--- src/rtl/nand_mon_pkg.sv ---
// Shared types and constants for the NAND channel operation monitor.
// Optype/state encodings and read-port field addresses.
package nand_mon_pkg;

  typedef enum logic [1:0] {
    OP_PROG  = 2'd0,
    OP_READ  = 2'd1,
    OP_ERASE = 2'd2
  } optype_e;

  typedef enum logic [1:0] {
    ST_IDLE = 2'd0,
    ST_BUSY = 2'd1,
    ST_TMO  = 2'd2
  } state_e;

  localparam logic [2:0] F_LAST   = 3'd0;
  localparam logic [2:0] F_MAX    = 3'd1;
  localparam logic [2:0] F_PROG   = 3'd2;
  localparam logic [2:0] F_READ   = 3'd3;
  localparam logic [2:0] F_ERASE  = 3'd4;
  localparam logic [2:0] F_FAIL   = 3'd5;
  localparam logic [2:0] F_STATUS = 3'd6;

  function automatic logic multi_hot3(
    input logic [2:0] v
  );
    return (v[0] & v[1]) | (v[0] & v[2]) | (v[1] & v[2]);
  endfunction

  // Strobe vector is {erase, read, prog}
  function automatic optype_e op_of(
    input logic [2:0] v
  );
    if (v[1])      return OP_READ;
    else if (v[2]) return OP_ERASE;
    else           return OP_PROG;
  endfunction

  function automatic logic [2:0] op_mask(
    input optype_e op
  );
    case (op)
      OP_PROG:  return 3'b001;
      OP_READ:  return 3'b010;
      OP_ERASE: return 3'b100;
      default:  return 3'b000;
    endcase
  endfunction

endpackage

--- src/rtl/nand_op_monitor_way.sv ---
// One-way operation monitor: IDLE/BUSY/TMO tracker with latency,
// per-type op counts, fail count and sticky timeout/protocol flags.
module nand_way_monitor
  import nand_mon_pkg::*;
#(
  parameter int               LAT_W   = 24,
  parameter int               CNT_W   = 16,
  parameter logic [LAT_W-1:0] TIMEOUT = LAT_W'(5000000)
) (
  input  logic             clk,
  input  logic             rst,
  input  logic [2:0]       start_i,
  input  logic [2:0]       end_i,
  input  logic             fail_i,
  input  logic             clr_i,
  output logic [LAT_W-1:0] last_lat_o,
  output logic [LAT_W-1:0] max_lat_o,
  output logic [CNT_W-1:0] prog_cnt_o,
  output logic [CNT_W-1:0] read_cnt_o,
  output logic [CNT_W-1:0] erase_cnt_o,
  output logic [CNT_W-1:0] fail_cnt_o,
  output logic [4:0]       status_o,
  output logic             busy_o,
  output logic             event_o
);

  localparam logic [LAT_W-1:0] LAT_ONE = {{(LAT_W-1){1'b0}}, 1'b1};
  localparam logic [CNT_W-1:0] CNT_ONE = {{(CNT_W-1){1'b0}}, 1'b1};

  function automatic logic [CNT_W-1:0] cnt_inc(
    input logic [CNT_W-1:0] v
  );
    return (&v) ? v : v + CNT_ONE;
  endfunction

  state_e           state_q, state_d;
  optype_e          optype_q, optype_d;
  logic [LAT_W-1:0] lat_q, lat_d;
  logic [LAT_W-1:0] last_q, last_d;
  logic [LAT_W-1:0] max_q, max_d;
  logic [CNT_W-1:0] pcnt_q, pcnt_d;
  logic [CNT_W-1:0] rcnt_q, rcnt_d;
  logic [CNT_W-1:0] ecnt_q, ecnt_d;
  logic [CNT_W-1:0] fcnt_q, fcnt_d;
  logic             tmo_q, tmo_d;
  logic             perr_q, perr_d;
  logic             event_q, event_d;

  logic             active;
  logic [2:0]       mask;
  logic             end_hit;
  logic             end_bad;
  logic             one_start;
  logic             can_start;
  logic             perr_evt;
  logic [LAT_W-1:0] lat_inc;

  always_comb begin
    active    = (state_q != ST_IDLE);
    mask      = active ? op_mask(optype_q) : 3'b000;
    end_hit   = |(end_i & mask);
    end_bad   = |(end_i & ~mask);
    one_start = |start_i && !multi_hot3(start_i);
    can_start = one_start && (!active || end_hit);
    perr_evt  = end_bad
              | (fail_i & ~|end_i)
              | multi_hot3(start_i)
              | (|start_i & active & ~end_hit);
    lat_inc   = (&lat_q) ? lat_q : lat_q + LAT_ONE;

    state_d  = state_q;
    optype_d = optype_q;
    lat_d    = lat_q;
    event_d  = 1'b0;
    // Clear first so a coincident completion lands on zeroed stats
    last_d   = clr_i ? '0 : last_q;
    max_d    = clr_i ? '0 : max_q;
    pcnt_d   = clr_i ? '0 : pcnt_q;
    rcnt_d   = clr_i ? '0 : rcnt_q;
    ecnt_d   = clr_i ? '0 : ecnt_q;
    fcnt_d   = clr_i ? '0 : fcnt_q;
    tmo_d    = clr_i ? 1'b0 : tmo_q;
    perr_d   = (clr_i ? 1'b0 : perr_q) | perr_evt;

    if (end_hit) begin
      state_d = ST_IDLE;
      event_d = 1'b1;
      last_d  = lat_q;
      if (lat_q > max_d) max_d = lat_q;
      unique case (optype_q)
        OP_PROG:  pcnt_d = cnt_inc(pcnt_d);
        OP_READ:  rcnt_d = cnt_inc(rcnt_d);
        OP_ERASE: ecnt_d = cnt_inc(ecnt_d);
        default:  ;
      endcase
      if (fail_i) fcnt_d = cnt_inc(fcnt_d);
    end else if (active) begin
      lat_d = lat_inc;
      if (state_q == ST_BUSY && lat_inc == TIMEOUT) begin
        state_d = ST_TMO;
        tmo_d   = 1'b1;
        event_d = 1'b1;
      end
    end

    if (can_start) begin
      state_d  = ST_BUSY;
      optype_d = op_of(start_i);
      lat_d    = LAT_ONE;
    end
  end

  always_ff @(posedge clk or posedge rst) begin
    if (rst) begin
      state_q  <= ST_IDLE;
      optype_q <= OP_PROG;
      lat_q    <= '0;
      last_q   <= '0;
      max_q    <= '0;
      pcnt_q   <= '0;
      rcnt_q   <= '0;
      ecnt_q   <= '0;
      fcnt_q   <= '0;
      tmo_q    <= 1'b0;
      perr_q   <= 1'b0;
      event_q  <= 1'b0;
    end else begin
      state_q  <= state_d;
      optype_q <= optype_d;
      lat_q    <= lat_d;
      last_q   <= last_d;
      max_q    <= max_d;
      pcnt_q   <= pcnt_d;
      rcnt_q   <= rcnt_d;
      ecnt_q   <= ecnt_d;
      fcnt_q   <= fcnt_d;
      tmo_q    <= tmo_d;
      perr_q   <= perr_d;
      event_q  <= event_d;
    end
  end

  assign last_lat_o  = last_q;
  assign max_lat_o   = max_q;
  assign prog_cnt_o  = pcnt_q;
  assign read_cnt_o  = rcnt_q;
  assign erase_cnt_o = ecnt_q;
  assign fail_cnt_o  = fcnt_q;
  assign busy_o      = (state_q != ST_IDLE);
  assign event_o     = event_q;
  assign status_o    = {perr_q, tmo_q, optype_q, busy_o};

endmodule

--- src/rtl/nand_op_monitor.sv ---
// Per-way NAND operation monitor: NWAY way trackers plus a
// registered read port selecting {way, field}.
module nand_op_monitor
  import nand_mon_pkg::*;
#(
  parameter int               NWAY    = 8,
  parameter int               LAT_W   = 24,
  parameter int               CNT_W   = 16,
  parameter logic [LAT_W-1:0] TIMEOUT = 24'd5000000
) (
  input  logic            CLK,
  input  logic            RESET,
  input  logic [NWAY-1:0] PROG_START_I,
  input  logic [NWAY-1:0] PROG_END_I,
  input  logic [NWAY-1:0] READ_START_I,
  input  logic [NWAY-1:0] READ_END_I,
  input  logic [NWAY-1:0] ERASE_START_I,
  input  logic [NWAY-1:0] ERASE_END_I,
  input  logic [NWAY-1:0] OP_FAIL_I,
  input  logic [NWAY-1:0] CLR_I,
  input  logic            RD_EN_I,
  input  logic [5:0]      RD_ADDR_I,
  output logic [31:0]     RD_DATA_O,
  output logic            RD_VALID_O,
  output logic [NWAY-1:0] EVENT_O,
  output logic [NWAY-1:0] BUSY_O
);

  logic [LAT_W-1:0] last_lat [NWAY];
  logic [LAT_W-1:0] max_lat  [NWAY];
  logic [CNT_W-1:0] prog_cnt [NWAY];
  logic [CNT_W-1:0] read_cnt [NWAY];
  logic [CNT_W-1:0] erase_cnt[NWAY];
  logic [CNT_W-1:0] fail_cnt [NWAY];
  logic [4:0]       status   [NWAY];
  logic             busy_w   [NWAY];
  logic             event_w  [NWAY];

  for (genvar g = 0; g < NWAY; g++) begin : g_way
    nand_way_monitor #(
      .LAT_W   (LAT_W),
      .CNT_W   (CNT_W),
      .TIMEOUT (TIMEOUT)
    ) u_way (
      .clk         (CLK),
      .rst         (RESET),
      .start_i     ({ERASE_START_I[g], READ_START_I[g],
                     PROG_START_I[g]}),
      .end_i       ({ERASE_END_I[g], READ_END_I[g],
                     PROG_END_I[g]}),
      .fail_i      (OP_FAIL_I[g]),
      .clr_i       (CLR_I[g]),
      .last_lat_o  (last_lat[g]),
      .max_lat_o   (max_lat[g]),
      .prog_cnt_o  (prog_cnt[g]),
      .read_cnt_o  (read_cnt[g]),
      .erase_cnt_o (erase_cnt[g]),
      .fail_cnt_o  (fail_cnt[g]),
      .status_o    (status[g]),
      .busy_o      (busy_w[g]),
      .event_o     (event_w[g])
    );
  end

  always_comb begin
    for (int i = 0; i < NWAY; i++) begin
      EVENT_O[i] = event_w[i];
      BUSY_O[i]  = busy_w[i];
    end
  end

  logic [31:0] rd_data_q, rd_data_d;
  logic        rd_valid_q, rd_valid_d;
  logic [2:0]  rd_way;

  // Sampled before this edge's updates, so reads see pre-update values
  always_comb begin
    rd_way     = RD_ADDR_I[5:3];
    rd_valid_d = RD_EN_I;
    rd_data_d  = '0;
    if (RD_EN_I && int'(rd_way) < NWAY) begin
      unique case (RD_ADDR_I[2:0])
        F_LAST:   rd_data_d = 32'(last_lat[rd_way]);
        F_MAX:    rd_data_d = 32'(max_lat[rd_way]);
        F_PROG:   rd_data_d = 32'(prog_cnt[rd_way]);
        F_READ:   rd_data_d = 32'(read_cnt[rd_way]);
        F_ERASE:  rd_data_d = 32'(erase_cnt[rd_way]);
        F_FAIL:   rd_data_d = 32'(fail_cnt[rd_way]);
        F_STATUS: rd_data_d = 32'(status[rd_way]);
        default:  rd_data_d = '0;
      endcase
    end
  end

  always_ff @(posedge CLK or posedge RESET) begin
    if (RESET) begin
      rd_data_q  <= '0;
      rd_valid_q <= 1'b0;
    end else begin
      rd_data_q  <= rd_data_d;
      rd_valid_q <= rd_valid_d;
    end
  end

  assign RD_DATA_O  = rd_data_q;
  assign RD_VALID_O = rd_valid_q;

endmodule

--- config.mk ---
export PLATFORM = sky130hd
export DESIGN_NAME = nand_op_monitor
export DESIGN_NICKNAME = d
export VERILOG_FILES = /design/src/rtl/nand_mon_pkg.sv /design/src/rtl/nand_op_monitor_way.sv /design/src/rtl/nand_op_monitor.sv
export SDC_FILE = /design/constraint.sdc
export NUM_CORES = 2
export LEC_CHECK = 0
export CORE_UTILIZATION = 59
export CTS_BUF_LIST = sky130_fd_sc_hd__clkbuf_8
export CTS_CLUSTER_SIZE = 10
export DETAILED_ROUTE_END_ITERATION = 8
export HOLD_SLACK_MARGIN = 0.05
export PLACE_DENSITY = 0.86
export SYNTH_ARGS = -nofsm -noshare
export SYNTH_HDL_FRONTEND = slang
export SYNTH_SLANG_ARGS = --single-unit
--- constraint.sdc ---
create_clock -name CLK -period 37.5 [get_ports CLK]
set_input_delay 5.625 -clock CLK [delete_from_list [all_inputs] [get_ports CLK]]
set_output_delay 5.625 -clock CLK [all_outputs]
set_load 0.01 [all_outputs]
# After elaboration in Yosys (flattened, before gate mapping)
# Index checks and enable logic that the tools add are counted.
# totals
output_inout_bits	49
elab_cells	866
reg_bits	1177
# op_classes
reduce_logical	193
add_sub_neg	40
mux	351
order_cmp	9
bitwise_logic	129
n_eq_ne	46
# ops
operator	n
$mux W16	136
$mux W24	76
$add A16 B1 Y16 const B	32
$reduce_and A16 Y1	32
$add A24 B1 Y24 const B	8
$bmux W16 S3	4
$eq A24 B23 Y1 const B	8
$gt A24 B24 Y1	8
$reduce_and A24 Y1	8
$pmux W24 S7	1
$bmux W24 S3	2
$mux W2	48
$reduce_or A3 Y1	32
$pmux W3 S3	8
$mux W1	64
$and A1 B1 Y1	48
$and A3 B3 Y3	16
$or A1 B1 Y1	48
$reduce_bool A2 Y1	24
$reduce_bool A3 Y1	16
$eq A2 B1 Y1 const B	16
$mux W32	1
$reduce_and A2 Y1	16
$logic_and A1 B1 Y1	24
16 further kinds	92

# Logic depth before layout (Yosys ltp)
# depth
word_depth	10
ltp_mapped	15

# By module
# A second synthesis with hierarchy kept.
# hier_totals
cells_unflattened	7608
hier_area_um2	73193.9
# by_module_without_submodules
module	cells_per_inst	n_inst	area_each_um2
nand_way_monitor at g_way[1].u_way ...	821	2	7997.7
nand_way_monitor at g_way[7].u_way	999	1	8896.0
nand_way_monitor at g_way[5].u_way	1004	1	8614.5
nand_op_monitor	621	1	8189.1
nand_way_monitor at g_way[3].u_way	845	1	8105.3
nand_way_monitor at g_way[2].u_way	862	1	7873.8
nand_way_monitor at g_way[0].u_way	811	1	7781.2
nand_way_monitor at g_way[6].u_way	824	1	7738.7

# Worst setup path after synthesis
# Ideal clock, no wire load.
# synth_timing
path_kind	input to register
start	input CLR_I[0]
end	register g_way[0].u_way.max_q[10]
setup_time_ns	0.079
path_stages	15
required_time_ns	37.421
path_buffers	4
setup_slack_ns	28.516
t_arrival_ns	8.904
cell_sequence	clkbuf_1 inv_1 clkbuf_1 clkbuf_1 nand2_1 ha_1 a21o_1 a21o_1 a21oi_1 nor2_1 a2111oi_0 nor2_1 o31ai_1 buf_2 mux2i_1
# synth_between
elab_chain_len	4
# synth_rtl
item	line_no	text
start: declaration	nand_op_monitor.sv:20	input logic [NWAY-1:0] CLR_I,
$mux W24 (*)	nand_op_monitor_way.sv:77	max_d = clr_i ? '0 : max_q;
$gt A24 B24 Y1	nand_op_monitor_way.sv:89	if (lat_q > max_d) max_d = lat_q;
$mux W24	nand_op_monitor_way.sv:89	
$mux W24 (*)	nand_op_monitor_way.sv:85	if (end_hit) begin
net g_way[0].u_way.max_d[10]	nand_op_monitor_way.sv:40	logic [LAT_W-1:0] max_q, max_d;
end signal: assignment	nand_op_monitor_way.sv:132	max_q <= max_d;
end: declaration	nand_op_monitor_way.sv:40	
# Mark *: on every way through the listed nets, which the timed path passes. The rest lies on a longest branch.
# A chain may end at the register's enable or synchronous reset.

# Worst setup path in the final report
# layout_timing
start	input CLR_I[0]
end	register g_way[0].u_way.max_q[0]
# The elaborated chain is that of the path after synthesis.

==> flow_metrics.tcl <==
set metrics [dict create \
    outcome "complete, no violations" \
    final_area_mm2 0.0764 \
    placed_cell_area_mm2 0.0721 \
    yosys_warnings 0 \
    die_w_um 346 \
    tightest_slew_ns 1.23 \
    ant_nets 0 \
    grt_max_degree 192 \
    cp-start-kind "input port" \
    place_ws_ns 27.16 \
    synth_area_per_cell_um2 9.71 \
    clk_path_buf_depth 3 \
    finalWeightedCongestion 1.02 \
    ir_drop_mv 0.0435 \
    fin_ws_ns 28.23 \
    p_sw_frac 0.360 \
    coreArea_mm2 0.117 \
    drive_gt1_frac 0.0987 \
    ys_top_cells_by_count "dfrtp_1, nand2_1, o21ai_0, nor2_1, nand3_1" \
    p_per_area_mw_per_mm2 47.9 \
    final.period_utilization 0.247 \
    fin_crit_ns 9.27 \
    finalSetupViolCount 0 \
    wl_per_cell_um 25.5 \
    hold_viol 0 \
    cts_sinks 1169 \
    start_util 0.598 \
    fin_tns_setup_ns 0 \
    cp.arrival_ns 10.11 \
    numCtsBuffers 196 \
    ctsRootBufferMaster "clkbuf_8" \
    clockPowerShare 0.341 \
    seq_area_frac_synth 0.419 \
    cp_common_cell "buf_4" \
    post-cts-setup-buffer-count 0 \
    cap_violations 0 \
    synth_edf_count 0 \
    end_kind "register" \
    cp_cell_sequence "buf_2, buf_4, inv_2, buf_4, nand2_1, ha_1, a21o_1, a21o_1, a21oi_1, nor2_1, a2111oi_0, nor2_1, o31ai_4, buf_4, mux2_2" \
    p_seq_frac 0.394 \
    synth-seq-cells 1169 \
    cts_resized 0 \
    rows 125 \
    insertion_delay_ns 0.97 \
    crit_buf_inv 5 \
    worstPathRequired_ns 38.34 \
    netlist_area_mm2 0.0699 \
    crit_fanout 64 \
    power_frac_comb 0.265 \
    multiInputGateArea_mm2 0.0382 \
    hold_class "register to register" \
    nets 7508 \
    portBuffers 113 \
    firstDrtPassIters 8 \
    grt_usage 0.376 \
    postCtsHoldBufs 0 \
    die_area_mm2 0.120 \
    cts.reportedPaths.clkPinSlew_ns 0.06 \
    drtIter0Drc 7565 \
    cp.depth 15 \
    fillers 8974 \
    slowest_delay_ns 0.61 \
    switching_power_mw 1.32 \
    register_area_mm2 0.0293 \
    p_int_mw 2.34 \
    synth_top_area_share 0.419 \
    htreeDepth 4 \
    die_h_um 346 \
    critPathSlowestCell "o31ai_4" \
    dp_hpwl_um 168000 \
    vias_per_cell 6.72 \
    routed_wl_um 227000 \
    fmax_mhz 108 \
    cts_tree "yes" \
    antenna_found_initial 11 \
    synthCells 7193 \
    hold_slack_ns 0.515 \
    synth_ff_type "dfrtp_1" \
    synthArstFlopShare 1.00 \
    drc 0 \
    r2r_cells 8 \
    clock_skew_ns 0.0575 \
    synth_top_cell_by_area "dfrtp_1" \
    crit_type "input port to register" \
    slew-limit-headroom 0.177 \
    yosys.cell_types.count 91 \
    synthTopCellsByArea "dfrtp_1, mux4_2, mux2i_1, ha_1, o21ai_0" \
    synthToLayoutAreaGrowth_pct 9.38 \
    grt_pass1_wl_um 346000 \
    pin_count 122 \
    yosysMostFrequentCell "dfrtp_1" \
    vias 59700 \
    p_leak_nw 32.9 \
    hold_depth 2 \
    rsz0062_at_grt "false" \
    grt_pass1_vias 57500 \
    crit_family "buffers and inverters" \
    maxSlewViolCount 0 \
    grt-ovfl-total 0 \
]
path summary, 6_finish.rpt:
path / start / slack, ns / to
worst max-delay path: CLR_I[0] / 28.23 / g_way[0].u_way.max_lat_o[0]
worst min-delay path: g_way[6].u_way.last_lat_o[10] / 0.52 / g_way[6].u_way.last_lat_o[10]
worst max register to register: g_way[1].u_way.state_q[1] / 33.48 / g_way[1].u_way.lat_q[11]
worst min register to register: g_way[6].u_way.last_lat_o[10] / 0.52 / g_way[6].u_way.last_lat_o[10]
max in group asynchronous: RESET / 28.31 / g_way[5].u_way.lat_q[19]
min in group asynchronous: RESET / 5.36 / g_way[3].u_way.erase_cnt_o[2]
kinds of logic (layout without fill, tap and decap cells):
group | after synthesis | in the layout | share of synthesized area
DFF | 1169 | 1169 | 0.419
adders and majority gates | 239 | 239 | 0.0426
muxes | 606 | 606 | 0.130
xor gates and xnor gates | 445 | 445 | 0.0559
buffers and inverters | 662 | 818 | 0.0372
and+or+nand+nor | 2823 | 2823 | 0.209
AOI/OAI and AO/OA | 1248 | 1248 | 0.107
other | 1 | 16 | 0.0000537
per-layer routing:
metal	GRT usage	vias to the layer above	wire length [µm]
li1	-	26100	-
met2	0.545	3514	97700
met1	0.496	29400	86600
met3	0.108	736	26000
met5	0	-	61
met4	0.243	8	16700
sequential cells by signal, indices dropped and copies added (netlist names), 16 cells and up:
signal and cells:
g_way.u_way.fail_cnt_o 128, g_way.u_way.optype_q 16, g_way.u_way.erase_cnt_o 128, g_way.u_way.lat_q 192, RD_DATA_O 24, g_way.u_way.read_cnt_o 128, g_way.u_way.prog_cnt_o 128, g_way.u_way.max_lat_o 192
g_way.u_way.state_q 16, g_way.u_way.last_lat_o 192
area by class of cell:
class                      count  area share
antenna                        8    0.000262
clock buffer                 247      0.0445
clock inverter               104      0.0113
inverter                     273      0.0135
multi-input combinational   5369       0.500
sequential                  1169       0.383
tap                         1524      0.0250
timing repair buffer         194      0.0228
power groups by stage:
stage               registers (mW)  clock network, mW  logic [mW]
floorplan                     1.40                  0       0.670
global placement              1.45                  0       0.914
detailed placement            1.46                  0       0.937
CTS                           1.44               1.25       0.943
global route                  1.45               1.31        1.03
finish                        1.44               1.25       0.971
stage by stage:
step	utilization	power [mW]	cells
2_1_floorplan	-	2.07	7200
3_3_place_gp	0.617	2.37	8529
3_5_place_dp	0.617	2.39	8529
4_1_cts	0.654	3.63	8880
5_1_grt	0.654	3.79	8883
6_report	0.654	3.66	8888
worst reg2reg max path, stage by stage, from the launching register on:
cell and delay, ns:
dfrtp_1 0.42, nor2_1 0.44, inv_1 0.43, o21ai_4 0.14, buf_4 0.49, nand2_1 0.92
and2_1 0.61, o21ai_0 0.30, o21ai_0 0.14
cell usage in the layout (no fill, tap or decap), types with 28 or more instances in the layout:
cell type / Yosys / layout
a21o_1: 67 / 67
a21oi_1: 240 / 240
a31oi_1: 56 / 56
and2_1: 51 / 50
and3_1: 106 / 106
and4_1: 69 / 69
buf_4: 24 / 82
clkbuf_8: 0 / 247
clkdlybuf4s50_1: 0 / 102
dfrtp_1: 1169 / 1169
ha_1: 232 / 232
inv_1: 272 / 327
mux2_2: 48 / 48
mux2i_1: 324 / 324
mux4_2: 234 / 234
nand2_1: 657 / 657
nand2b_1: 120 / 120
nand3_1: 364 / 364
nand3b_1: 91 / 91
nand4_1: 228 / 228
nor2_1: 522 / 522
nor2b_1: 197 / 197
nor3_1: 137 / 137
nor3b_1: 28 / 28
nor4_1: 74 / 74
o21ai_0: 547 / 547
o22ai_1: 65 / 65
o31ai_1: 39 / 37
or3_1: 96 / 96
xnor2_1: 234 / 234
xor2_1: 210 / 210
(Power assumes the default switching activity.)
